## src/rtl/hci_package.sv

```systemverilog
// Shared types and constants for the HCI copy-chain protection blocks.
package hci_package;

    // Deepest supported skew between the main and the copy chain.
    localparam int HCI_COPY_MAX_DELAY = 4;

    // Field widths the packed copy structs are built with.
    localparam int HCI_COPY_DW  = 32;
    localparam int HCI_COPY_AW  = 32;
    localparam int HCI_COPY_BW  = 8;
    localparam int HCI_COPY_UW  = 1;
    localparam int HCI_COPY_IW  = 1;
    localparam int HCI_COPY_EW  = 1;
    localparam int HCI_COPY_EHW = 1;

    // Request-direction fields that are replayed onto the copy chain.
    typedef struct packed {
        logic                                 req;
        logic [HCI_COPY_AW-1:0]               add;
        logic                                 wen;
        logic [HCI_COPY_DW-1:0]               data;
        logic [HCI_COPY_DW/HCI_COPY_BW-1:0]   be;
        logic [HCI_COPY_UW-1:0]               user;
        logic [HCI_COPY_IW-1:0]               id;
        logic [HCI_COPY_EW-1:0]               ecc;
        logic [HCI_COPY_EHW-1:0]              ereq;
        logic                                 r_ready;
        logic [HCI_COPY_EHW-1:0]              r_eready;
    } hci_copy_req_t;

    // Response-direction fields of the main chain, delayed for comparison.
    typedef struct packed {
        logic                                 req;
        logic                                 gnt;
        logic                                 r_valid;
        logic [HCI_COPY_DW-1:0]               r_data;
        logic [HCI_COPY_UW-1:0]               r_user;
        logic [HCI_COPY_IW-1:0]               r_id;
        logic                                 r_opc;
        logic [HCI_COPY_EHW-1:0]              egnt;
        logic [HCI_COPY_EHW-1:0]              r_evalid;
        logic [HCI_COPY_EW-1:0]               r_ecc;
    } hci_copy_rsp_t;

    // Only the handshake bits of the request pipeline need a reset value;
    // payload is ignored while req is low.
    localparam hci_copy_req_t HCI_COPY_REQ_RST_MASK = '{
        req:      1'b1,
        add:      '0,
        wen:      1'b0,
        data:     '0,
        be:       '0,
        user:     '0,
        id:       '0,
        ecc:      '0,
        ereq:     '1,
        r_ready:  1'b1,
        r_eready: '1
    };

endpackage

```

## src/rtl/hci_core_intf.sv

```systemverilog
// HCI core-side memory interface with initiator, target and monitor views.
interface hci_core_intf #(
    parameter int DW  = 32,
    parameter int AW  = 32,
    parameter int BW  = 8,
    parameter int UW  = 1,
    parameter int IW  = 1,
    parameter int EW  = 1,
    parameter int EHW = 1
) ();

    logic                 req;
    logic                 gnt;
    logic [AW-1:0]        add;
    logic                 wen;
    logic [DW-1:0]        data;
    logic [DW/BW-1:0]     be;
    logic [UW-1:0]        user;
    logic [IW-1:0]        id;
    logic [EW-1:0]        ecc;
    logic [EHW-1:0]       ereq;
    logic [EHW-1:0]       egnt;
    logic                 r_valid;
    logic                 r_ready;
    logic [DW-1:0]        r_data;
    logic [UW-1:0]        r_user;
    logic [IW-1:0]        r_id;
    logic                 r_opc;
    logic [EW-1:0]        r_ecc;
    logic [EHW-1:0]       r_evalid;
    logic [EHW-1:0]       r_eready;

    modport initiator (
        output req, add, wen, data, be, user, id, ecc, ereq, r_ready, r_eready,
        input  gnt, egnt, r_valid, r_data, r_user, r_id, r_opc, r_ecc, r_evalid
    );

    modport target (
        input  req, add, wen, data, be, user, id, ecc, ereq, r_ready, r_eready,
        output gnt, egnt, r_valid, r_data, r_user, r_id, r_opc, r_ecc, r_evalid
    );

    modport monitor (
        input req, add, wen, data, be, user, id, ecc, ereq, r_ready, r_eready,
        input gnt, egnt, r_valid, r_data, r_user, r_id, r_opc, r_ecc, r_evalid
    );

endinterface

```

## src/rtl/hci_copy_delay_line.sv

```systemverilog
// Fixed-depth shift register of a packed type; on reset only the bits
// selected by RST_MASK are forced to RST_VAL, the rest keep their value.
module hci_copy_delay_line #(
    parameter int  DEPTH    = 1,
    parameter type T        = logic,
    parameter T    RST_VAL  = '0,
    parameter T    RST_MASK = '1
) (
    input  logic clk_i,
    input  logic rst_i,
    input  T     d_i,
    output T     q_o
);

    for (genvar g = 0; g < DEPTH; g++) begin : g_stage
        T q;
        T prev;

        if (g == 0) begin : g_head
            assign prev = d_i;
        end else begin : g_tail
            assign prev = g_stage[g-1].q;
        end

        // Advance one stage per cycle, flushing the masked bits on reset.
        always_ff @(posedge clk_i) begin
            if (rst_i) begin
                q <= T'((q & ~RST_MASK) | (RST_VAL & RST_MASK));
            end else begin
                q <= prev;
            end
        end
    end

    assign q_o = g_stage[DEPTH-1].q;

endmodule

```

## src/rtl/hci_copy_source_delayed.sv

```systemverilog
// Head of a duplicated HCI chain: replays the main request stream onto the
// copy chain DELAY cycles late and checks the copy responses against the
// equally delayed main responses.
module hci_copy_source_delayed
    import hci_package::*;
#(
    parameter int DELAY = 1,
    parameter int DW    = 32,
    parameter int AW    = 32,
    parameter int BW    = 8,
    parameter int UW    = 1,
    parameter int IW    = 1,
    parameter int EW    = 1,
    parameter int EHW   = 1,
    parameter int CNT_W = 8
) (
    input  logic             clk_i,
    input  logic             rst_i,
    hci_core_intf.monitor    tcdm_main,
    hci_core_intf.initiator  tcdm_copy,
    input  logic             clear_i,
    output logic             fault_o,
    output logic             fault_sticky_o,
    output logic [CNT_W-1:0] fault_count_o
);

    localparam int              WARM_W  = $clog2(DELAY + 1);
    localparam logic [CNT_W-1:0] CNT_MAX = '1;

    if (DELAY < 1 || DELAY > HCI_COPY_MAX_DELAY) begin : g_bad_delay
        $error("hci_copy_source_delayed: DELAY must be within 1..4");
    end

    if (DW != HCI_COPY_DW || AW != HCI_COPY_AW || BW != HCI_COPY_BW ||
        UW != HCI_COPY_UW || IW != HCI_COPY_IW || EW != HCI_COPY_EW ||
        EHW != HCI_COPY_EHW) begin : g_bad_width
        $error("hci_copy_source_delayed: widths must match hci_package copy structs");
    end

    hci_copy_req_t    req_in;
    hci_copy_req_t    req_dly;
    hci_copy_rsp_t    rsp_in;
    hci_copy_rsp_t    rsp_dly;
    logic [WARM_W-1:0] warm_q;
    logic             mismatch;
    logic             unused_rsp_req;

    assign req_in = '{
        req:      tcdm_main.req,
        add:      tcdm_main.add,
        wen:      tcdm_main.wen,
        data:     tcdm_main.data,
        be:       tcdm_main.be,
        user:     tcdm_main.user,
        id:       tcdm_main.id,
        ecc:      tcdm_main.ecc,
        ereq:     tcdm_main.ereq,
        r_ready:  tcdm_main.r_ready,
        r_eready: tcdm_main.r_eready
    };

    assign rsp_in = '{
        req:      tcdm_main.req,
        gnt:      tcdm_main.gnt,
        r_valid:  tcdm_main.r_valid,
        r_data:   tcdm_main.r_data,
        r_user:   tcdm_main.r_user,
        r_id:     tcdm_main.r_id,
        r_opc:    tcdm_main.r_opc,
        egnt:     tcdm_main.egnt,
        r_evalid: tcdm_main.r_evalid,
        r_ecc:    tcdm_main.r_ecc
    };

    hci_copy_delay_line #(
        .DEPTH    (DELAY),
        .T        (hci_copy_req_t),
        .RST_VAL  ('0),
        .RST_MASK (HCI_COPY_REQ_RST_MASK)
    ) u_req_dly (
        .clk_i (clk_i),
        .rst_i (rst_i),
        .d_i   (req_in),
        .q_o   (req_dly)
    );

    hci_copy_delay_line #(
        .DEPTH    (DELAY),
        .T        (hci_copy_rsp_t),
        .RST_VAL  ('0),
        .RST_MASK ('1)
    ) u_rsp_dly (
        .clk_i (clk_i),
        .rst_i (rst_i),
        .d_i   (rsp_in),
        .q_o   (rsp_dly)
    );

    assign tcdm_copy.req      = req_dly.req;
    assign tcdm_copy.add      = req_dly.add;
    assign tcdm_copy.wen      = req_dly.wen;
    assign tcdm_copy.data     = req_dly.data;
    assign tcdm_copy.be       = req_dly.be;
    assign tcdm_copy.user     = req_dly.user;
    assign tcdm_copy.id       = req_dly.id;
    assign tcdm_copy.ecc      = req_dly.ecc;
    assign tcdm_copy.ereq     = req_dly.ereq;
    assign tcdm_copy.r_ready  = req_dly.r_ready;
    assign tcdm_copy.r_eready = req_dly.r_eready;

    // The delayed req travels with the responses for debug visibility only.
    assign unused_rsp_req = rsp_dly.req;

    // Hold off comparison until the pipelines contain real traffic again.
    always_ff @(posedge clk_i) begin
        if (rst_i) begin
            warm_q <= WARM_W'(DELAY);
        end else if (warm_q != '0) begin
            warm_q <= warm_q - 1'b1;
        end
    end

    // Handshakes always compared; response payload only when main r_valid.
    always_comb begin
        mismatch = 1'b0;
        if (warm_q == '0) begin
            if ((rsp_dly.gnt      != tcdm_copy.gnt)     ||
                (rsp_dly.egnt     != tcdm_copy.egnt)    ||
                (rsp_dly.r_valid  != tcdm_copy.r_valid) ||
                (rsp_dly.r_evalid != tcdm_copy.r_evalid)) begin
                mismatch = 1'b1;
            end
            if (rsp_dly.r_valid &&
                ((rsp_dly.r_data != tcdm_copy.r_data) ||
                 (rsp_dly.r_user != tcdm_copy.r_user) ||
                 (rsp_dly.r_id   != tcdm_copy.r_id)   ||
                 (rsp_dly.r_opc  != tcdm_copy.r_opc)  ||
                 (rsp_dly.r_ecc  != tcdm_copy.r_ecc))) begin
                mismatch = 1'b1;
            end
        end
    end

    // Fault reporting; a new mismatch takes priority over clear_i.
    always_ff @(posedge clk_i) begin
        if (rst_i) begin
            fault_o        <= 1'b0;
            fault_sticky_o <= 1'b0;
            fault_count_o  <= '0;
        end else begin
            fault_o <= mismatch;
            if (mismatch) begin
                fault_sticky_o <= 1'b1;
                if (clear_i) begin
                    fault_count_o <= CNT_W'(1);
                end else if (fault_count_o != CNT_MAX) begin
                    fault_count_o <= fault_count_o + 1'b1;
                end
            end else if (clear_i) begin
                fault_sticky_o <= 1'b0;
                fault_count_o  <= '0;
            end
        end
    end

endmodule

```

## src/flat_wrapper.sv

```systemverilog
// flat-port wrapper written by rule: the top's interface ports become plain ports
module hci_copy_source_delayed_flat import hci_package::*;
#(
    parameter int DELAY = 1,
    parameter int DW    = 32,
    parameter int AW    = 32,
    parameter int BW    = 8,
    parameter int UW    = 1,
    parameter int IW    = 1,
    parameter int EW    = 1,
    parameter int EHW   = 1,
    parameter int CNT_W = 8
)
  (clk_i, rst_i, clear_i, fault_o, fault_sticky_o, fault_count_o, tcdm_main_req, tcdm_main_add, tcdm_main_wen, tcdm_main_data, tcdm_main_be, tcdm_main_user, tcdm_main_id, tcdm_main_ecc, tcdm_main_ereq, tcdm_main_r_ready, tcdm_main_r_eready, tcdm_main_gnt, tcdm_main_egnt, tcdm_main_r_valid, tcdm_main_r_data, tcdm_main_r_user, tcdm_main_r_id, tcdm_main_r_opc, tcdm_main_r_ecc, tcdm_main_r_evalid, tcdm_copy_req, tcdm_copy_add, tcdm_copy_wen, tcdm_copy_data, tcdm_copy_be, tcdm_copy_user, tcdm_copy_id, tcdm_copy_ecc, tcdm_copy_ereq, tcdm_copy_r_ready, tcdm_copy_r_eready, tcdm_copy_gnt, tcdm_copy_egnt, tcdm_copy_r_valid, tcdm_copy_r_data, tcdm_copy_r_user, tcdm_copy_r_id, tcdm_copy_r_opc, tcdm_copy_r_ecc, tcdm_copy_r_evalid);
  hci_core_intf #(.DW(DW), .AW(AW), .BW(BW), .UW(UW), .IW(IW), .EW(EW), .EHW(EHW)) tcdm_main_i ();
  hci_core_intf #(.DW(DW), .AW(AW), .BW(BW), .UW(UW), .IW(IW), .EW(EW), .EHW(EHW)) tcdm_copy_i ();
  input  logic clk_i;
  input  logic rst_i;
  input  logic clear_i;
  output logic fault_o;
  output logic fault_sticky_o;
  output logic [CNT_W-1:0] fault_count_o;
  input wire logic [$bits(tcdm_main_i.req)-1:0] tcdm_main_req;
  input wire logic [$bits(tcdm_main_i.add)-1:0] tcdm_main_add;
  input wire logic [$bits(tcdm_main_i.wen)-1:0] tcdm_main_wen;
  input wire logic [$bits(tcdm_main_i.data)-1:0] tcdm_main_data;
  input wire logic [$bits(tcdm_main_i.be)-1:0] tcdm_main_be;
  input wire logic [$bits(tcdm_main_i.user)-1:0] tcdm_main_user;
  input wire logic [$bits(tcdm_main_i.id)-1:0] tcdm_main_id;
  input wire logic [$bits(tcdm_main_i.ecc)-1:0] tcdm_main_ecc;
  input wire logic [$bits(tcdm_main_i.ereq)-1:0] tcdm_main_ereq;
  input wire logic [$bits(tcdm_main_i.r_ready)-1:0] tcdm_main_r_ready;
  input wire logic [$bits(tcdm_main_i.r_eready)-1:0] tcdm_main_r_eready;
  input wire logic [$bits(tcdm_main_i.gnt)-1:0] tcdm_main_gnt;
  input wire logic [$bits(tcdm_main_i.egnt)-1:0] tcdm_main_egnt;
  input wire logic [$bits(tcdm_main_i.r_valid)-1:0] tcdm_main_r_valid;
  input wire logic [$bits(tcdm_main_i.r_data)-1:0] tcdm_main_r_data;
  input wire logic [$bits(tcdm_main_i.r_user)-1:0] tcdm_main_r_user;
  input wire logic [$bits(tcdm_main_i.r_id)-1:0] tcdm_main_r_id;
  input wire logic [$bits(tcdm_main_i.r_opc)-1:0] tcdm_main_r_opc;
  input wire logic [$bits(tcdm_main_i.r_ecc)-1:0] tcdm_main_r_ecc;
  input wire logic [$bits(tcdm_main_i.r_evalid)-1:0] tcdm_main_r_evalid;
  output wire logic [$bits(tcdm_copy_i.req)-1:0] tcdm_copy_req;
  output wire logic [$bits(tcdm_copy_i.add)-1:0] tcdm_copy_add;
  output wire logic [$bits(tcdm_copy_i.wen)-1:0] tcdm_copy_wen;
  output wire logic [$bits(tcdm_copy_i.data)-1:0] tcdm_copy_data;
  output wire logic [$bits(tcdm_copy_i.be)-1:0] tcdm_copy_be;
  output wire logic [$bits(tcdm_copy_i.user)-1:0] tcdm_copy_user;
  output wire logic [$bits(tcdm_copy_i.id)-1:0] tcdm_copy_id;
  output wire logic [$bits(tcdm_copy_i.ecc)-1:0] tcdm_copy_ecc;
  output wire logic [$bits(tcdm_copy_i.ereq)-1:0] tcdm_copy_ereq;
  output wire logic [$bits(tcdm_copy_i.r_ready)-1:0] tcdm_copy_r_ready;
  output wire logic [$bits(tcdm_copy_i.r_eready)-1:0] tcdm_copy_r_eready;
  input wire logic [$bits(tcdm_copy_i.gnt)-1:0] tcdm_copy_gnt;
  input wire logic [$bits(tcdm_copy_i.egnt)-1:0] tcdm_copy_egnt;
  input wire logic [$bits(tcdm_copy_i.r_valid)-1:0] tcdm_copy_r_valid;
  input wire logic [$bits(tcdm_copy_i.r_data)-1:0] tcdm_copy_r_data;
  input wire logic [$bits(tcdm_copy_i.r_user)-1:0] tcdm_copy_r_user;
  input wire logic [$bits(tcdm_copy_i.r_id)-1:0] tcdm_copy_r_id;
  input wire logic [$bits(tcdm_copy_i.r_opc)-1:0] tcdm_copy_r_opc;
  input wire logic [$bits(tcdm_copy_i.r_ecc)-1:0] tcdm_copy_r_ecc;
  input wire logic [$bits(tcdm_copy_i.r_evalid)-1:0] tcdm_copy_r_evalid;
  assign tcdm_main_i.req = tcdm_main_req;
  assign tcdm_main_i.add = tcdm_main_add;
  assign tcdm_main_i.wen = tcdm_main_wen;
  assign tcdm_main_i.data = tcdm_main_data;
  assign tcdm_main_i.be = tcdm_main_be;
  assign tcdm_main_i.user = tcdm_main_user;
  assign tcdm_main_i.id = tcdm_main_id;
  assign tcdm_main_i.ecc = tcdm_main_ecc;
  assign tcdm_main_i.ereq = tcdm_main_ereq;
  assign tcdm_main_i.r_ready = tcdm_main_r_ready;
  assign tcdm_main_i.r_eready = tcdm_main_r_eready;
  assign tcdm_main_i.gnt = tcdm_main_gnt;
  assign tcdm_main_i.egnt = tcdm_main_egnt;
  assign tcdm_main_i.r_valid = tcdm_main_r_valid;
  assign tcdm_main_i.r_data = tcdm_main_r_data;
  assign tcdm_main_i.r_user = tcdm_main_r_user;
  assign tcdm_main_i.r_id = tcdm_main_r_id;
  assign tcdm_main_i.r_opc = tcdm_main_r_opc;
  assign tcdm_main_i.r_ecc = tcdm_main_r_ecc;
  assign tcdm_main_i.r_evalid = tcdm_main_r_evalid;
  assign tcdm_copy_req = tcdm_copy_i.req;
  assign tcdm_copy_add = tcdm_copy_i.add;
  assign tcdm_copy_wen = tcdm_copy_i.wen;
  assign tcdm_copy_data = tcdm_copy_i.data;
  assign tcdm_copy_be = tcdm_copy_i.be;
  assign tcdm_copy_user = tcdm_copy_i.user;
  assign tcdm_copy_id = tcdm_copy_i.id;
  assign tcdm_copy_ecc = tcdm_copy_i.ecc;
  assign tcdm_copy_ereq = tcdm_copy_i.ereq;
  assign tcdm_copy_r_ready = tcdm_copy_i.r_ready;
  assign tcdm_copy_r_eready = tcdm_copy_i.r_eready;
  assign tcdm_copy_i.gnt = tcdm_copy_gnt;
  assign tcdm_copy_i.egnt = tcdm_copy_egnt;
  assign tcdm_copy_i.r_valid = tcdm_copy_r_valid;
  assign tcdm_copy_i.r_data = tcdm_copy_r_data;
  assign tcdm_copy_i.r_user = tcdm_copy_r_user;
  assign tcdm_copy_i.r_id = tcdm_copy_r_id;
  assign tcdm_copy_i.r_opc = tcdm_copy_r_opc;
  assign tcdm_copy_i.r_ecc = tcdm_copy_r_ecc;
  assign tcdm_copy_i.r_evalid = tcdm_copy_r_evalid;
  hci_copy_source_delayed #(.DELAY(DELAY), .DW(DW), .AW(AW), .BW(BW), .UW(UW), .IW(IW), .EW(EW), .EHW(EHW), .CNT_W(CNT_W)) u_core (.clk_i(clk_i), .rst_i(rst_i), .tcdm_main(tcdm_main_i), .tcdm_copy(tcdm_copy_i), .clear_i(clear_i), .fault_o(fault_o), .fault_sticky_o(fault_sticky_o), .fault_count_o(fault_count_o));
endmodule
```

## config.mk

```make
export PLATFORM = sky130hd
export DESIGN_NAME = hci_copy_source_delayed_flat
export DESIGN_NICKNAME = d
export VERILOG_FILES = /design/src/rtl/hci_package.sv /design/src/rtl/hci_core_intf.sv /design/src/rtl/hci_copy_delay_line.sv /design/src/rtl/hci_copy_source_delayed.sv /design/src/flat_wrapper.sv
export SDC_FILE = /design/constraint.sdc
export NUM_CORES = 1
export LEC_CHECK = 0
export CAP_MARGIN = 20
export CORE_MARGIN = 1.5
export CORE_UTILIZATION = 38
export CTS_CLUSTER_DIAMETER = 60
export DETAILED_ROUTE_END_ITERATION = 10
export HOLD_SLACK_MARGIN = 0.03
export PLACE_DENSITY = 0.9
export SLEW_MARGIN = 15
export SYNTH_ARGS = -nofsm -noshare
export SYNTH_HDL_FRONTEND = slang
export SYNTH_HIERARCHICAL = 1
export SYNTH_SLANG_ARGS = --single-unit
```

## constraint.sdc

```tcl
create_clock -name clk_i -period 2.52 [get_ports clk_i]
set_input_delay 0.252 -clock clk_i [delete_from_list [all_inputs] [get_ports clk_i]]
set_output_delay 0.252 -clock clk_i [all_outputs]
set_load 0.1 [all_outputs]
```

==> results of run 1 <==
[per-layer routing]
layer / routed length, um / up-vias
li1: - / 1532
met1: 4160 / 1515
met2: 6380 / 212
met3: 1160 / 31
met4: 332 / 0
met5: 0 / -
[power breakdown]
part           internal, mW  leakage (nW)  total [mW]  switching [mW]
combinational         0.401          1.41        1.28           0.883
sequential             2.34          1.16        2.39          0.0504
clock                  1.65         0.290        2.54           0.881
[final timing paths]
check                                                    startpoint                                   end  slack [ps]  cells after the start
worst min register to register   u_core/fault_sticky_o$_SDFFE_PP0P_    u_core/fault_sticky_o$_SDFFE_PP0P_         490                      2
worst max register to register  u_core/u_rsp_dly/q_o[38]$_SDFF_PP0_  u_core/fault_count_o[5]$_SDFFE_PP0P_         560                      6
worst max-delay path                              tcdm_copy_r_valid  u_core/fault_count_o[5]$_SDFFE_PP0P_         540                      7
worst min-delay path                                          rst_i    u_core/fault_sticky_o$_SDFFE_PP0P_         140                      2
[state kept, by name, indices dropped and copies added, names as in the netlist]
signal,flops
u_core/fault_sticky_o,1
u_core/fault_count_o,8
u_core/u_req_dly/q_o,76
u_core/u_rsp_dly/q_o,40
u_core/warm_q,1
u_core/fault_o,1
[area by class of cell]
type | count | share of cell area, %
multi-input cells | 149 | 13.8
clock inverters | 14 | 2.59
flip-flops and latches | 127 | 44.4
well taps | 140 | 2.38
inverters | 3 | 0.153
diodes | 1 | 0.0340
clock buffers | 18 | 5.84
repair buffers | 248 | 30.8
==> flow_metrics.env, run 1 <==
export IMPL_layout_commonest_cell="clkdlybuf4s50_1"
export IMPL_grtUsageMet1_pct=19.2
export IMPL_ant_nets=0
export IMPL_clk_path_buf_depth=2
export IMPL_die_x_um=110
export IMPL_synth_area_per_cell_sq_um=15.2
export IMPL_synthesis_area_sq_um=4320
export IMPL_arrival_ps=2270
export IMPL_crit_family="simple AND/OR/NAND/NOR gates"
export IMPL_wl_per_cell_um=17.2
export IMPL_dpl_instance_area_sq_um=6730
export IMPL_track_usage_pct=19.8
export IMPL_ir_drop_uv=580
export IMPL_dieArea_sq_um=12000
export IMPL_setup_tns_ps=0
export IMPL_seq_area_sq_um=3260
export IMPL_cts_root_buf="clkbuf_16"
export IMPL_drive_gt1_share_pct=22.9
export IMPL_required_ps=2810
export IMPL_cellPowerDensity_nw_per_um2=844
export IMPL_grt_pass1_vias=3228
export IMPL_multi_input_area_sq_um=1020
export IMPL_viasPerCell=4.70
export IMPL_cts_made_buffers=17
export IMPL_insertion_delay_ps=400
export IMPL_cts_setup_buffers=0
export IMPL_worstMarginPinSlew_ps=575
export IMPL_clock_sinks=127
export IMPL_outcome="finished clean"
export IMPL_h_tree_depth=4
export IMPL_placed_cells=667
export IMPL_period_needed_ps=1980
export IMPL_synth_nets=444
export IMPL_layout_common_cells="clkdlybuf4s50_1, buf_4, edfxtp_1"
export IMPL_drv_slew=0
export IMPL_cts_resized=0
export IMPL_fillCellCount=745
export IMPL_place_gp_congestion=0.827
export IMPL_finalHoldViolCount=0
export IMPL_cp_cell_sequence="clkdlybuf4s50_1, xnor2_1, nand4_1, nor4_1, and4_4, o21ai_0, o311a_1"
export IMPL_place_hpwl_um=9310
export IMPL_dr_first_iter_drc_count=266
export IMPL_power_leakage_nw=2.86
export IMPL_setup_viol=0
export IMPL_die_h_um=110
export IMPL_row_count=38
export IMPL_utilization_pct=67.0
export IMPL_grt_max_degree=45
export IMPL_clk_pin_slew_worst_paths_ps=60
export IMPL_antenna_found_initial=1
export IMPL_crit_type="in2reg"
export IMPL_syn_inst=284
export IMPL_finalPower_mw=6.21
export IMPL_critical_path_max_stage_delay_ps=540
export IMPL_initial_utilization_pct=39.4
export IMPL_cp_num_buf_inv=1
export IMPL_end_kind="register"
export IMPL_post_place_ws_ps=13.5
export IMPL_maxSlewHeadroom_pct=61.3
export IMPL_period_share_pct=78.7
export IMPL_yosys_warnings=6
export IMPL_routed_via_count=3290
export IMPL_final_nets=706
export IMPL_grt_pass1_wl_um=16900
export IMPL_crit_slowest_cell="nor4_1"
export IMPL_rsz0062_at_grt="no"
export IMPL_drcViolationCount=0
export IMPL_io_buffer_count=244
export IMPL_grt_met3_usage_pct=8.36
export IMPL_syn_to_final_growth_pct=70.1
export IMPL_gr_max_usage_layer="met2"
export IMPL_maxCapViolCount=0
export IMPL_clock_skew_ps=9.33
export IMPL_crit_fanout=9
export IMPL_overflow=0
export IMPL_cp_start_kind="primary input"
export IMPL_routed_wirelength_um=12000
export IMPL_timing_final_ws_setup_ps=537
export IMPL_cts_tree="done"
export IMPL_layoutNonFillerInstCount=700
export IMPL_hold_buffers=0
export IMPL_hp_class="in2reg"
export IMPL_num_io_pins=245
export IMPL_fmax_mhz=504
export IMPL_use_met2_pct=36.2
export IMPL_dr_pass1_iters=5
export IMPL_design_area_sq_um=7350
export IMPL_whs_ps=137
export IMPL_floorplan_core_area_sq_um=11000
Power figures use the tool's default switching activity.
==> inputs of run 2 (changes only) <==
==> constraint.sdc (replaced) <==
create_clock -name clk_i -period 2.08 [get_ports clk_i]
set_input_delay 0.208 -clock clk_i [delete_from_list [all_inputs] [get_ports clk_i]]
set_output_delay 0.208 -clock clk_i [all_outputs]
set_load 0.1 [all_outputs]
==> run 2 against run 1 <==
- flip-flop and latch count unchanged
- utilization down 0.62 points
- sequential share of layout area up 0.45 points
- critical endpoint is now u_core/fault_count_o[7]$_SDFFE_PP0P_
- largest power group is now registers
- largest cell class unchanged
==> flow_metrics.env, run 2 (synthesis gave the netlist of run 1 again) <==
export IMPL_outcome="finished clean"
export IMPL_largest_reg_flops=76
export IMPL_syn_to_final_growth_pct=68.5
export IMPL_seqPwrFrac_pct=40.1
export IMPL_crit_type="reg2reg"
export IMPL_required_ps=2360
export IMPL_antenna_found_initial=1
export IMPL_dr_pass1_iters=4
export IMPL_path_common_cell="nor4_1"
export IMPL_routed_wirelength_um=12300
export IMPL_timing_final_ws_setup_ps=135
export IMPL_end_kind="register"
export IMPL_io_buffer_count=244
export IMPL_hold_buffers=0
export IMPL_critical_path_max_stage_delay_ps=440
export IMPL_track_usage_pct=20.2
export IMPL_wl_per_cell_um=17.5
export IMPL_maxSlewHeadroom_pct=39.5
export IMPL_period_needed_ps=1940
export IMPL_drcViolationCount=0
export IMPL_grt_max_degree=73
export IMPL_final_nets=707
export IMPL_cellPowerDensity_nw_per_um2=991
export IMPL_multi_input_area_sq_um=1020
export IMPL_finalHoldViolCount=0
export IMPL_layout_commonest_cell="clkdlybuf4s50_1"
export IMPL_worstMarginPinSlew_ps=908
export IMPL_grt_pass1_wl_um=17200
export IMPL_maxCapViolCount=0
export IMPL_cts_made_buffers=17
export IMPL_post_place_ws_ps=-300
export IMPL_num_io_pins=245
export IMPL_routed_via_count=3276
export IMPL_swShare_pct=29.8
export IMPL_grt_pass1_vias=3295
export IMPL_clk_pin_slew_worst_paths_ps=50
export IMPL_cts_tree="done"
export IMPL_hp_class="in2reg"
export IMPL_fmax_mhz=514
export IMPL_h_tree_depth=4
export IMPL_initial_utilization_pct=39.4
export IMPL_rsz0062_at_grt="no"
export IMPL_switching_power_mw=2.15
export IMPL_dr_first_iter_drc_count=195
export IMPL_crit_slowest_cell="nor4_1"
export IMPL_overflow=0
export IMPL_cp_cell_sequence="xnor2_1, nand4_1, nor4_1, buf_4, and4_4, nor4_1, o211a_1"
export IMPL_row_count=38
export IMPL_die_h_um=110
export IMPL_drv_slew=0
export IMPL_fillCellCount=766
export IMPL_cts_root_buf="clkbuf_16"
export IMPL_period_share_pct=93.5
export IMPL_cts_setup_buffers=0
export IMPL_cp_start_kind="register"
export IMPL_setup_tns_ps=0
export IMPL_ir_drop_uv=699
export IMPL_clock_skew_ps=11.3
export IMPL_viasPerCell=4.68
export IMPL_drive_gt1_share_pct=23.1
export IMPL_clk_path_buf_depth=2
export IMPL_seq_area_sq_um=3270
export IMPL_arrival_ps=2230
export IMPL_place_gp_congestion=0.775
export IMPL_clockPowerShare_pct=38.3
export IMPL_cts_resized=0
export IMPL_floorplan_core_area_sq_um=11000
export IMPL_crit_fanout=9
export IMPL_power_leakage_nw=2.84
export IMPL_comb_power_share_pct=21.6
export IMPL_die_x_um=110
export IMPL_ant_nets=0
export IMPL_setup_viol=0
export IMPL_p_int_mw=5.07
export IMPL_insertion_delay_ps=400
export IMPL_layout_common_cells="clkdlybuf4s50_1, buf_4, edfxtp_1"
export IMPL_clock_sinks=127
export IMPL_dieArea_sq_um=12000
export IMPL_place_hpwl_um=9510
-- run 2: critical path, delay by kind of cell, from the launching register on --
| kind | cells | cell delay, ps |
|---|---|---|
| simple gates | 4 | 900 |
| compound gates | 1 | 200 |
| buf+inv | 1 | 190 |
| xor+xnor | 1 | 230 |
| flops | 1 | 320 |
-- run 2: cell type report --
class                      instances  area share, %
inverter                           3          0.155
sequential                       127           44.8
clock buffer                      20           5.99
multi-input combinational        149           14.0
tap                              140           2.40
antenna                            1         0.0343
clock inverter                    11           1.61
timing repair buffer             249           31.0
-- run 2: final timing paths --
path / slack [ps] / cells after the start / startpoint / end
hold / removal: 350 / 2 / rst_i / u_core/warm_q$_SDFF_PP1_
setup reg to reg: 140 / 7 / u_core/u_rsp_dly/q_o[38]$_SDFF_PP0_ / u_core/fault_count_o[7]$_SDFFE_PP0P_
setup / recovery: 140 / 7 / u_core/u_rsp_dly/q_o[38]$_SDFF_PP0_ / u_core/fault_count_o[7]$_SDFFE_PP0P_
hold reg to reg: 480 / 2 / u_core/fault_count_o[1]$_SDFFE_PP0P_ / u_core/fault_count_o[1]$_SDFFE_PP0P_
-- run 2: power by group through the flow --
stage               Combinational, mW  Clock (mW)  Sequential (mW)
floorplan                       0.140           0             3.82
global placement                 1.54           0             2.94
detailed placement               1.56           0             2.95
CTS                              1.56        2.82             2.90
global route                     1.61        2.92             2.91
finish                           1.56        2.76             2.90
-- run 2: per-layer routing --
layer	vias up	routed length (um)	GRT usage, %
met5	-	0	0
met3	19	1260	7.94
met4	0	251	9.28
met1	1524	3910	18.0
li1	1531	-	-
met2	202	6870	39.2
-- run 2: stage by stage --
stage	area (sq um)	std cells	util [%]	power (mW)	hold slack [ps]
4_1_cts	7280	699	66.3	7.28	314
6_report	7290	700	66.3	7.22	349
5_1_grt	7290	700	66.3	7.44	342
2_1_floorplan	4330	284	-	3.96	236
3_5_place_dp	6730	668	61.3	4.51	472
3_3_place_gp	6730	668	61.3	4.48	459
